`config.mk`:
```
export PLATFORM = sky130hd
export DESIGN_NAME = hazard_stall_ctrl
export DESIGN_NICKNAME = d
export VERILOG_FILES = /design/src/rtl/hazard_stall_ctrl.sv
export SDC_FILE = /design/constraint.sdc
export NUM_CORES = 1
export LEC_CHECK = 0
export CORE_MARGIN = 2
export CORE_UTILIZATION = 29
export CTS_CLUSTER_SIZE = 25
export DETAILED_ROUTE_END_ITERATION = 12
export PLACE_DENSITY = 0.77
export SYNTH_ARGS = -nofsm -noshare
export SYNTH_HDL_FRONTEND = slang
export SYNTH_SLANG_ARGS = --single-unit
```
`constraint.sdc`:
```
create_clock -name clk -period 1.8 [get_ports clk]
set_input_delay 0.45 -clock clk [delete_from_list [all_inputs] [get_ports clk]]
set_output_delay 0.45 -clock clk [all_outputs]
set_load 0.02 [all_outputs]
```
`src/rtl/hazard_stall_ctrl.sv`:
```
// Pipeline hazard/stall controller: multi-cycle load-use and branch stalls plus memory-busy freeze.
// Optional stall-cycle performance counter enabled by defining HAZARD_STALL_PERF_EN.
module hazard_stall_ctrl #(
    parameter int REG_AW   = 5,
    parameter int LOAD_LAT = 1,
    parameter int BR_LAT   = 2
) (
    input  logic              clk,
    input  logic              rst,
    input  logic [REG_AW-1:0] IfIdRs1,
    input  logic [REG_AW-1:0] IfIdRs2,
    input  logic              IfId_UseRs2,
    input  logic              IfId_Branch,
    input  logic [REG_AW-1:0] IdExRd,
    input  logic              IdEx_MemRead,
    input  logic              Mem_Stall,
    output logic              Pc_Write,
    output logic              IfId_Write,
    output logic              IfId_Flush,
    output logic              Ctrl_Flush,
    output logic              Pipe_Freeze,
    output logic [31:0]       Stall_Cnt
);

    localparam int MAX_LAT = (LOAD_LAT > BR_LAT) ? LOAD_LAT : BR_LAT;
    localparam int CNT_W   = $clog2(MAX_LAT + 1);
    localparam logic [CNT_W-1:0] LD_INIT  = CNT_W'(LOAD_LAT - 1);
    localparam logic [CNT_W-1:0] BR_INIT  = CNT_W'(BR_LAT - 1);
    localparam logic [CNT_W-1:0] CNT_ONE  = CNT_W'(1);
    localparam logic [CNT_W-1:0] CNT_ZERO = CNT_W'(0);

    typedef enum logic [1:0] {
        RUN      = 2'd0,
        LD_STALL = 2'd1,
        BR_STALL = 2'd2
    } state_t;

    state_t           state_r;
    state_t           state_nxt_s;
    logic [CNT_W-1:0] cnt_r;
    logic [CNT_W-1:0] cnt_nxt_s;
    logic             lu_s;

    // Register zero never carries a real dependency, so it is excluded.
    assign lu_s = IdEx_MemRead && (IdExRd != {REG_AW{1'b0}}) &&
                  ((IdExRd == IfIdRs1) || (IfId_UseRs2 && (IdExRd == IfIdRs2)));

    // State and stall counter registers
    always_ff @(posedge clk) begin
        if (rst) begin
            state_r <= RUN;
            cnt_r   <= CNT_ZERO;
        end else begin
            state_r <= state_nxt_s;
            cnt_r   <= cnt_nxt_s;
        end
    end

    // Next-state and counter update; a memory freeze holds everything
    always_comb begin
        state_nxt_s = state_r;
        cnt_nxt_s   = cnt_r;
        if (Mem_Stall) begin
            state_nxt_s = state_r;
            cnt_nxt_s   = cnt_r;
        end else begin
            case (state_r)
                RUN: begin
                    if (lu_s) begin
                        if (LOAD_LAT > 1) begin
                            state_nxt_s = LD_STALL;
                            cnt_nxt_s   = LD_INIT;
                        end else begin
                            state_nxt_s = RUN;
                            cnt_nxt_s   = CNT_ZERO;
                        end
                    end else if (IfId_Branch) begin
                        if (BR_LAT > 1) begin
                            state_nxt_s = BR_STALL;
                            cnt_nxt_s   = BR_INIT;
                        end else begin
                            state_nxt_s = RUN;
                            cnt_nxt_s   = CNT_ZERO;
                        end
                    end else begin
                        state_nxt_s = RUN;
                        cnt_nxt_s   = CNT_ZERO;
                    end
                end
                LD_STALL, BR_STALL: begin
                    cnt_nxt_s = cnt_r - CNT_ONE;
                    if (cnt_r == CNT_ONE) begin
                        state_nxt_s = RUN;
                    end else begin
                        state_nxt_s = state_r;
                    end
                end
                default: begin
                    state_nxt_s = RUN;
                    cnt_nxt_s   = CNT_ZERO;
                end
            endcase
        end
    end

    // Pipeline control outputs, combinational so a hazard stalls in its own cycle
    always_comb begin
        Pc_Write    = 1'b1;
        IfId_Write  = 1'b1;
        IfId_Flush  = 1'b0;
        Ctrl_Flush  = 1'b0;
        Pipe_Freeze = 1'b0;
        if (rst) begin
            Pc_Write   = 1'b0;
            IfId_Write = 1'b0;
        end else if (Mem_Stall) begin
            Pc_Write    = 1'b0;
            IfId_Write  = 1'b0;
            Pipe_Freeze = 1'b1;
        end else begin
            case (state_r)
                LD_STALL: begin
                    Pc_Write   = 1'b0;
                    IfId_Write = 1'b0;
                    Ctrl_Flush = 1'b1;
                end
                BR_STALL: begin
                    Pc_Write   = 1'b0;
                    IfId_Flush = 1'b1;
                end
                RUN: begin
                    if (lu_s) begin
                        Pc_Write   = 1'b0;
                        IfId_Write = 1'b0;
                        Ctrl_Flush = 1'b1;
                    end else if (IfId_Branch) begin
                        Pc_Write   = 1'b0;
                        IfId_Flush = 1'b1;
                    end else begin
                        Pc_Write   = 1'b1;
                    end
                end
                default: begin
                    Pc_Write   = 1'b0;
                    IfId_Write = 1'b0;
                end
            endcase
        end
    end

`ifdef HAZARD_STALL_PERF_EN
    logic [31:0] perf_cnt_r;
    logic        stall_s;

    assign stall_s = !Mem_Stall && ((state_r != RUN) || lu_s || IfId_Branch);

    // Saturating stall-cycle counter
    always_ff @(posedge clk) begin
        if (rst) begin
            perf_cnt_r <= 32'd0;
        end else if (stall_s && (perf_cnt_r != 32'hFFFF_FFFF)) begin
            perf_cnt_r <= perf_cnt_r + 32'd1;
        end else begin
            perf_cnt_r <= perf_cnt_r;
        end
    end

    assign Stall_Cnt = rst ? 32'd0 : perf_cnt_r;
`else
    assign Stall_Cnt = 32'd0;
`endif

endmodule

```
==> results of run 1 <==
## layout make-up
type,instances,area (µm²)
clock buffers,4,26.3
well taps,27,33.8
fillers,217,1020
repair buffers,34,317
multi-input cells,71,474
flip-flops and latches,3,60.1
inverters,3,11.3
## final timing paths
check | startpoint | end | slack, ps | depth (start not counted)
setup / recovery | IdExRd[3] | IfId_Flush | -120 | 7
hold / removal | cnt_r[1] | cnt_r[1] | 490 | 2
setup reg to reg | state_r[1] | cnt_r[0] | 640 | 3
hold reg to reg | cnt_r[1] | cnt_r[1] | 490 | 2
## placed cells by master (no fill, tap or decap)
| cell | Yosys | routed |
|---|---|---|
| buf_2 | 1 | 3 |
| nor4_4 | 0 | 1 |
| o21a_1 | 1 | 1 |
| nor2_1 | 5 | 5 |
| nor3_1 | 2 | 2 |
| and3_1 | 1 | 1 |
| dfxtp_1 | 3 | 3 |
| nand2b_1 | 2 | 2 |
| clkbuf_4 | 0 | 3 |
| buf_4 | 32 | 11 |
| xnor2_2 | 0 | 9 |
| inv_1 | 3 | 3 |
| a311oi_1 | 1 | 1 |
| nand3_2 | 0 | 1 |
| conb_1 | 1 | 32 |
| o22ai_2 | 1 | 1 |
| a32o_1 | 1 | 1 |
| a21oi_1 | 1 | 1 |
| clkbuf_1 | 1 | 1 |
| nand4_1 | 1 | 1 |
| o311a_1 | 1 | 1 |
| xnor2_1 | 10 | 1 |
| clkdlybuf4s50_1 | 0 | 2 |
| nand3_1 | 2 | 1 |
| buf_8 | 0 | 1 |
| clkdlybuf4s15_2 | 0 | 1 |
| ha_1 | 1 | 1 |
| nand2_1 | 4 | 4 |
| buf_6 | 0 | 13 |
| nor2b_1 | 2 | 2 |
| nor4_1 | 2 | 1 |
| a22o_1 | 1 | 1 |
| dlygate4sd2_1 | 0 | 3 |
## sequential cells by signal, summed over array words and instances, names as in the netlist
register,count
cnt_r,2
state_r,1
## worst register-to-register path, cell delays in order (launching register included)
cell,delay [ps]
dfxtp_1,470
buf_4,180
a311oi_1,50
o311a_1,340
## kinds of logic (layout without fill, tap and decap cells)
| kind of cell | count (synthesis) | in the layout |
|---|---|---|
| xor gates and xnor gates | 10 | 10 |
| DFF | 3 | 3 |
| buffers and inverters | 37 | 41 |
| other | 1 | 32 |
| and+or+nand+nor | 21 | 21 |
| adders and majority gates | 1 | 1 |
| AOI/OAI and AO/OA | 7 | 7 |
## where the power goes
| group | switching (µW) | total, µW | internal (µW) |
|---|---|---|---|
| Clock | 31.1 | 114 | 82.8 |
| Combinational | 120 | 220 | 99.5 |
| Sequential | 5.93 | 77.6 | 71.7 |
## metrics by stage
stage          worst slack, ps  area, µm²
6_report                  -117        922
3_5_place_dp             -1100        817
2_1_floorplan             3.40        722
5_1_grt                   -213        922
3_3_place_gp             -1080        817
4_1_cts                   -137        912
## per-layer routing
| metal | part of all wire | vias up |
|---|---|---|
| li1 | - | 267 |
| met1 | 0.30 | 236 |
| met2 | 0.63 | 23 |
| met3 | 0.067 | 0 |
| met4 | 0 | 0 |
| met5 | 0 | - |
## repair_timing
item,in CTS,in global routing
pin swaps,18,4
endpoints found under the hold margin,0,0
buffers inserted,0,1
hold buffers,0,0
resized for setup,110,1
endpoints found under the setup margin,6,4
==> impl_metrics.csv, run 1 <==
group,metric,value,unit
hold_path,hold_class,"reg -> reg",
sta,setup_viol,4,
grt,globalRouteMet1Util,0.0843,
critical_path,crit_required,1350,ps
critical_path,path_cells,"buf_8, xnor2_2, nand2_1, o22ai_2, nand3_2, a22o_1, buf_6",
synthesis,muxShareOfSynthArea,0,
synthesis,synth_largest_area_cell,"buf_4",
power_and_ir_drop,irDropWorstVdd,0.169,mV
critical_path,crit_buf_inv,2,
sta,fin_crit_sh,1.07,
synthesis,synthAdderAreaFrac,0.0212,
layout,area_growth,56.1,%
drt,drc_errors,0,
synthesis,synthTopCellsByCount,"buf_4 (32), xnor2_1 (10), nor2_1 (5)",
critical_path,crit_arrival,1470,ps
placement,gp_congestion,0.723,
placement,dp.cells,137,
floorplanning,initial_core_util,0.304,
sta,rsz0062_at_grt,"yes",
clock_network,cts_tree,"done",
synthesis,avgSynthCellArea,7.38,µm²
drt,avgRoutedWirePerCell,8.73,µm
sta,timing_hold_violations_final,0,
clock_network,cts_sinks,3,
grt,first_global_vias,500,
synthesis,synth_cell_types,24,
synthesis,synth-edff-count,0,
floorplanning,coreArea,1940,µm²
critical_path,max_stage_delay,220,ps
placement,place_hpwl,1.01,mm
synthesis,yosysWarnings,0,
grt,overflow,0,
critical_path,path_class,"in -> out",
drt,vias_per_cell,3.70,
grt,grt_pass1_wl,2.00,mm
layout,drive_gt1_frac,0.383,
flow_run,maxCapViolCount,0,
grt,grt_max_degree,8,
critical_path,start_kind,"input pin",
clock_network,cts_root_buf,"clkbuf_4",
power_and_ir_drop,cellPowerDensity,446,nW/µm²
synthesis,synthCells,80,
run_status,violations,"negative setup slack",
layout,nets,138,
synthesis,synth_simple_gate_area_share,0.176,
floorplanning,dieArea,2410,µm²
synthesis,synthTopCellsByArea,"buf_4 (41%), xnor2_1 (15%), dfxtp_1 (10%), nor2_1 (3.2%), nand2_1 (2.5%)",
clock_network,cts_buffer_depth,2,
critical_path,end_kind,"primary output",
clock_network,htreeDepth,1,
layout,post-route-util,0.475,
power_and_ir_drop,p_leak,0.000467,µW
sta,max_freq,522,MHz
floorplanning,die_h,49.1,µm
grt,use_met2,0.239,
grt,grt.total_usage,0.108,
synthesis,synthXorXnorAreaFrac,0.148,
floorplanning,rows,16,
drt,drt_iter0_markers,0,
sta,skew,0.0385,ps
clock_network,cts_made_buffers,3,
clock_network,clk_pin_slew,30,ps
synthesis,synth-compound-area-share,0.106,
run_status,outcome,"complete, but fails checks",
grt,use_met3,0.00613,
power_and_ir_drop,power,411,µW
synthesis,synth_top_family_by_area,"buffers and inverters",
drt,vias,526,
synthesis,yosysTopAreaCellShare,0.407,
layout,final_cell_count_no_fill,142,
placement,io_buffers,25,
synthesis,yosysMostFrequentCell,"buf_4",
layout,n_antenna_cell,0,
sta,slew_violations,0,
grt,antenna_found_initial,0,
sta,setup_slack,-117,ps
synthesis,ys.flop_type,"dfxtp_1",
sta,fin_tns_setup,-423,ps
floorplanning,die_w,49.1,µm
floorplanning,pin_count,58,
clock_network,clkLatencyLatePin,230,ps
critical_path,crit_fanout,5,
sta,hold-worst-slack,488,ps
critical_path,crit_family,"compound AO/OA/AOI/OAI gates",
grt,top_usage_layer,"met2",
sta,period_needed,1920,ps
critical_path,cp_slowest_cell,"a22o_1",
synthesis,synthArstFlopShare,0,
synthesis,synth.cell_area,591,µm²
drt,drt.antenna.violating_nets,0,
drt,wirelength,1.24,mm
drt,drtPass1Iterations,1,
synthesis,ys_ff_latch,3,
synthesis,yosysSeqAreaShare,0.102,
No activity file was read; power rests on OpenSTA's default activity.
==> run 2, diff against run 1 <==
REMOVE_ABC_BUFFERS = 1   (was not set)
==> run 2 against run 1 <==
  * The flow still finishes with violations (negative setup slack)
  * Critical path depth unchanged
  * Sequential power down 2%
  * Utilization up 1.9 points
  * Non-clock buffer count up 5
  * Clock skew up 0.72 ps
  * Die area unchanged
  * Cell count up 3.5%
  * Hold slack better by 26 ps
  * Largest cell class unchanged
==> impl_metrics.csv, run 2 (synthesis gave the netlist of run 1 again) <==
group,metric,value,unit
run_status,outcome,"complete, but fails checks",
run_status,violations,"negative setup slack",
clock_network,cts_hold_buf,0,
placement,dp.cells,137,
drt,drt_iter0_markers,6,
floorplanning,initial_core_util,0.304,
placement,place_hpwl,996,µm
hold_path,hold_depth,2,
clock_network,cts_tree,"done",
sta,setup_viol,4,
power_and_ir_drop,power,424,µW
layout,n_antenna_cell,0,
grt,overflow,0,
layout,final_common_cell,"conb_1",
placement,dp_slack,-1100,ps
power_and_ir_drop,cellPowerDensity,442,nW/µm²
drt,avgRoutedWirePerCell,9.95,µm
hold_path,min_from,"cnt_r[1]",
grt,grt.total_usage,0.116,
sta,rsz0062_at_grt,"yes",
drt,wirelength,1.46,mm
layout,mostFrequentLayoutCells,"conb_1 (32), buf_4 (15), buf_6 (13)",
layout,final_cell_count_no_fill,147,
grt,first_global_vias,525,
sta,slew_violations,0,
grt,grt_max_degree,7,
clock_network,clk_pin_slew,40,ps
flow_run,maxCapViolCount,0,
critical_path,crit_arrival,1520,ps
critical_path,path_cells,"buf_2, xnor2_2, nand3_1, o22ai_2, nand3_2, a22o_1, buf_6",
critical_path,crit_family,"compound AO/OA/AOI/OAI gates",
power_and_ir_drop,p_switching,162,µW
power_and_ir_drop,switching_share,0.383,
sta,setup_slack,-170,ps
drt,vias,576,
power_and_ir_drop,clkPwrFrac,0.271,
sta,fin_crit_sh,1.09,
clock_network,cts_root_buf,"clkbuf_4",
critical_path,crit_fanout,5,
floorplanning,rows,16,
power_and_ir_drop,power_frac_comb,0.549,
clock_network,cts_made_buffers,3,
critical_path,crit_buf_inv,2,
floorplanning,die_h,49.1,µm
critical_path,rr_startpoint,"state_r[1]",
hold_path,hold_class,"reg -> reg",
critical_path,cp_slowest_cell,"a22o_1",
layout,drive_gt1_frac,0.417,
clock_network,cts_sinks,3,
power_and_ir_drop,p_leak,0.000495,µW
sta,max_freq,508,MHz
floorplanning,coreArea,1940,µm²
layout,top_regs,"cnt_r (2), state_r (1)",
critical_path,path_class,"in -> out",
layout,stdcell_area,958,µm²
drt,drt.antenna.violating_nets,0,
layout,largest_reg_flops,2,
layout,area_growth,62.3,%
critical_path,r2r_slack,710,ps
placement,io_buffers,25,
clock_network,htreeDepth,1,
floorplanning,pin_count,58,
sta,timing_hold_violations_final,0,
critical_path,critical_path_depth,7,
critical_path,r2r.worst_path.cells,3,
drt,drtPass1Iterations,6,
critical_path,crit_required,1350,ps
clock_network,clkLatencyLatePin,230,ps
layout,nets,143,
drt,vias_per_cell,3.92,
critical_path,end_kind,"primary output",
sta,period_needed,1970,ps
floorplanning,dieArea,2410,µm²
placement,gp_congestion,0.712,
power_and_ir_drop,irDropWorstVdd,0.232,mV
critical_path,max_stage_delay,240,ps
placement,post_dp_cell_area,802,µm²
critical_path,worstSetupStartpoint,"IfIdRs1[4]",
grt,antenna_found_initial,0,
power_and_ir_drop,p_int,261,µW
floorplanning,die_w,49.1,µm
clock_network,cts_buffer_depth,2,
grt,grt_pass1_wl,2.13,mm
layout,largest_register,"cnt_r",
power_and_ir_drop,seqPwrFrac,0.180,
critical_path,start_kind,"input pin",
drt,drc_errors,0,
sta,skew,0.758,ps
==> run 2: worst min-delay path, delay by kind of cell (launching register included) <==
family | cells | cell delay (ps)
DFF | 1 | 320
AOI/OAI and AO/OA | 1 | 70
and+or+nand+nor | 1 | 90
==> run 2: worst paths after layout <==
| path | endpoint |
|---|---|
| worst min-delay path | cnt_r[1] |
| worst max-delay path | IfId_Flush |
| worst min register to register | cnt_r[1] |
| worst max register to register | cnt_r[0] |
==> run 2: stage by stage <==
stage	hold WS (ps)	util	setup TNS, ps
finish	514	0.494	-555
global route	537	0.494	-782
CTS	505	0.483	-437
detailed placement	493	0.413	-4800
global placement	479	0.413	-4670
floorplan	459	-	-295
==> run 2: layer usage <==
metal	share of wire	wire length (µm)	track usage	vias up
met3	0.077	112	0.0276	4
met1	0.33	482	0.110	257
met5	0	0	0	-
met2	0.57	836	0.212	35
li1	-	-	-	280
met4	0.021	31	0.0857	0
==> run 2: cell type report <==
class / instances / area (µm²)
Clock buffer: 4 / 26.3
Fill cell: 199 / 983
Multi-Input combinational cell: 71 / 477
Sequential cell: 3 / 60.1
Timing Repair Buffer: 39 / 350
Tap cell: 27 / 33.8
Inverter: 3 / 11.3
==> run 2: power by group through the flow <==
stage | registers [µW] | logic (µW) | clock network (µW)
after detailed placement | 76.9 | 199 | 0
after global placement | 76.4 | 196 | 0
final | 76.3 | 233 | 115
after floorplan | 77.1 | 112 | 0
after global routing | 77.1 | 248 | 130
after CTS | 76.2 | 225 | 121
==> run 2: timing repair <==
action	4_1_cts	5_1_grt
pin swaps	20	8
resized for setup	108	5
buffers inserted	6	3
endpoints found under the setup margin	5	5
==> run 3, diff against run 2 <==
CAP_MARGIN = 0   (was not set)
MAX_ROUTING_LAYER = met4   (was not set)
==> run 3 against run 2 <==
  * The run still ends with negative setup slack left
  * Clock skew unchanged
  * First-iteration DRC count unchanged
  * Hold slack unchanged
  * Non-clock buffer count unchanged
  * Critical path type unchanged
  * Critical endpoint unchanged
  * Largest cell class unchanged
  * Highest routed layer unchanged
==> impl_metrics.csv, run 3 (synthesis gave the netlist of run 1 again) <==
group,metric,value,unit
run_status,outcome,"complete, but fails checks",
run_status,violations,"negative setup slack",
sta,max_freq,508,MHz
sta,setup_slack,-170,ps
grt,use_met3,0.0245,
sta,hold-worst-slack,514,ps
grt,top_usage_layer,"met2",
critical_path,path_class,"in -> out",
sta,fin_crit_sh,1.09,
drt,drt_iter0_markers,6,
placement,io_buffers,25,
clock_network,cts_hold_buf,0,
layout,top_regs,"cnt_r (2), state_r (1)",
layout,nets,143,
drt,drc_errors,0,
grt,overflow,0,
grt,grt.total_usage,0.119,
floorplanning,die_h,49.1,µm
drt,vias_per_cell,3.92,
placement,gp_congestion,0.720,
sta,timing_hold_violations_final,0,
critical_path,crit_arrival,1520,ps
layout,final_common_cell,"conb_1",
clock_network,htreeDepth,1,
drt,drtPass1Iterations,6,
drt,avgRoutedWirePerCell,9.95,µm
power_and_ir_drop,cellPowerDensity,442,nW/µm²
sta,setup_viol,4,
critical_path,end_kind,"primary output",
layout,area_growth,62.3,%
floorplanning,rows,16,
flow_run,maxCapViolCount,0,
sta,skew,0.758,ps
critical_path,start_kind,"input pin",
grt,grt_pass1_wl,2.13,mm
placement,dp_slack,-1100,ps
floorplanning,dieArea,2410,µm²
drt,wirelength,1.46,mm
power_and_ir_drop,irDropWorstVdd,0.232,mV
placement,post_dp_cell_area,802,µm²
power_and_ir_drop,clkPwrFrac,0.271,
floorplanning,die_w,49.1,µm
grt,first_global_vias,524,
grt,antenna_found_initial,0,
critical_path,crit_fanout,5,
floorplanning,pin_count,58,
clock_network,clk_pin_slew,40,ps
power_and_ir_drop,p_switching,162,µW
layout,n_antenna_cell,0,
clock_network,clkLatencyLatePin,230,ps
placement,place_hpwl,996,µm
layout,stdcell_area,958,µm²
grt,grt_max_degree,7,
floorplanning,coreArea,1940,µm²
layout,largest_reg_flops,2,
power_and_ir_drop,switching_share,0.383,
critical_path,crit_required,1350,ps
power_and_ir_drop,seqPwrFrac,0.180,
grt,globalRouteMet1Util,0.112,
layout,drive_gt1_frac,0.417,
power_and_ir_drop,p_int,261,µW
drt,vias,576,
power_and_ir_drop,power_frac_comb,0.549,
layout,largest_register,"cnt_r",
clock_network,cts_root_buf,"clkbuf_4",
clock_network,cts_sinks,3,
hold_path,hold_class,"reg -> reg",
sta,period_needed,1970,ps
sta,rsz0062_at_grt,"yes",
layout,mostFrequentLayoutCells,"conb_1 (32), buf_4 (15), buf_6 (13)",
grt,use_met2,0.212,
drt,drt.antenna.violating_nets,0,
floorplanning,initial_core_util,0.304,
clock_network,cts_buffer_depth,2,
clock_network,cts_tree,"done",
sta,slew_violations,0,
clock_network,cts_made_buffers,3,
power_and_ir_drop,p_leak,0.000495,µW
-- run 3: cell counts in the layout (fill, tap and decap cells not counted) --
Identical to the previous run, type by type.
-- run 3: power by group through the flow --
| stage | combinational (µW) | sequential [µW] | clock, µW |
|---|---|---|---|
| after global routing | 248 | 77.1 | 130 |
| after CTS | 225 | 76.2 | 121 |
| final | 233 | 76.3 | 115 |
| after global placement | 196 | 76.4 | 0 |
| after detailed placement | 199 | 76.9 | 0 |
| after floorplan | 112 | 77.1 | 0 |
-- run 3: layout make-up --
cell class / count / area (µm²)
tap: 27 / 33.8
fill: 199 / 983
timing repair buffer: 39 / 350
clock buffer: 4 / 26.3
sequential: 3 / 60.1
multi-input combinational: 71 / 477
inverter: 3 / 11.3
-- run 3: per-layer routing --
metal | share of wire | up-vias
li1 | - | 280
met3 | 0.073 | 4
met5 | 0 | -
met4 | 0.021 | 0
met1 | 0.33 | 257
met2 | 0.57 | 35
-- run 3: through the flow --
stage	setup TNS, ps	util	total power (µW)	cells
finish	-555	0.494	424	147
global route	-782	0.494	455	147
floorplan	-295	-	189	77
detailed placement	-4800	0.413	276	137
CTS	-437	0.483	423	147
global placement	-4670	0.413	272	137
-- run 3: path summary, 6_finish.rpt --
check	startpoint	end	slack (ps)	cells past startpoint
max reg2reg	state_r[1]	cnt_r[0]	710	3
min reg2reg	cnt_r[1]	cnt_r[1]	510	2
min	cnt_r[1]	cnt_r[1]	510	2
max	IfIdRs1[4]	IfId_Flush	-170	7
-- run 3: repair_timing --
item	4_1_cts	5_1_grt
endpoints found under the setup margin	5	5
resized for setup	108	5
setup buffers	6	3
pin swaps	20	8
-- run 3: worst max-delay path, stage by stage --
cell and delay [ps]:
buf_2 110, xnor2_2 140, nand3_1 100, o22ai_2 180, nand3_2 150, a22o_1 240, buf_6 130
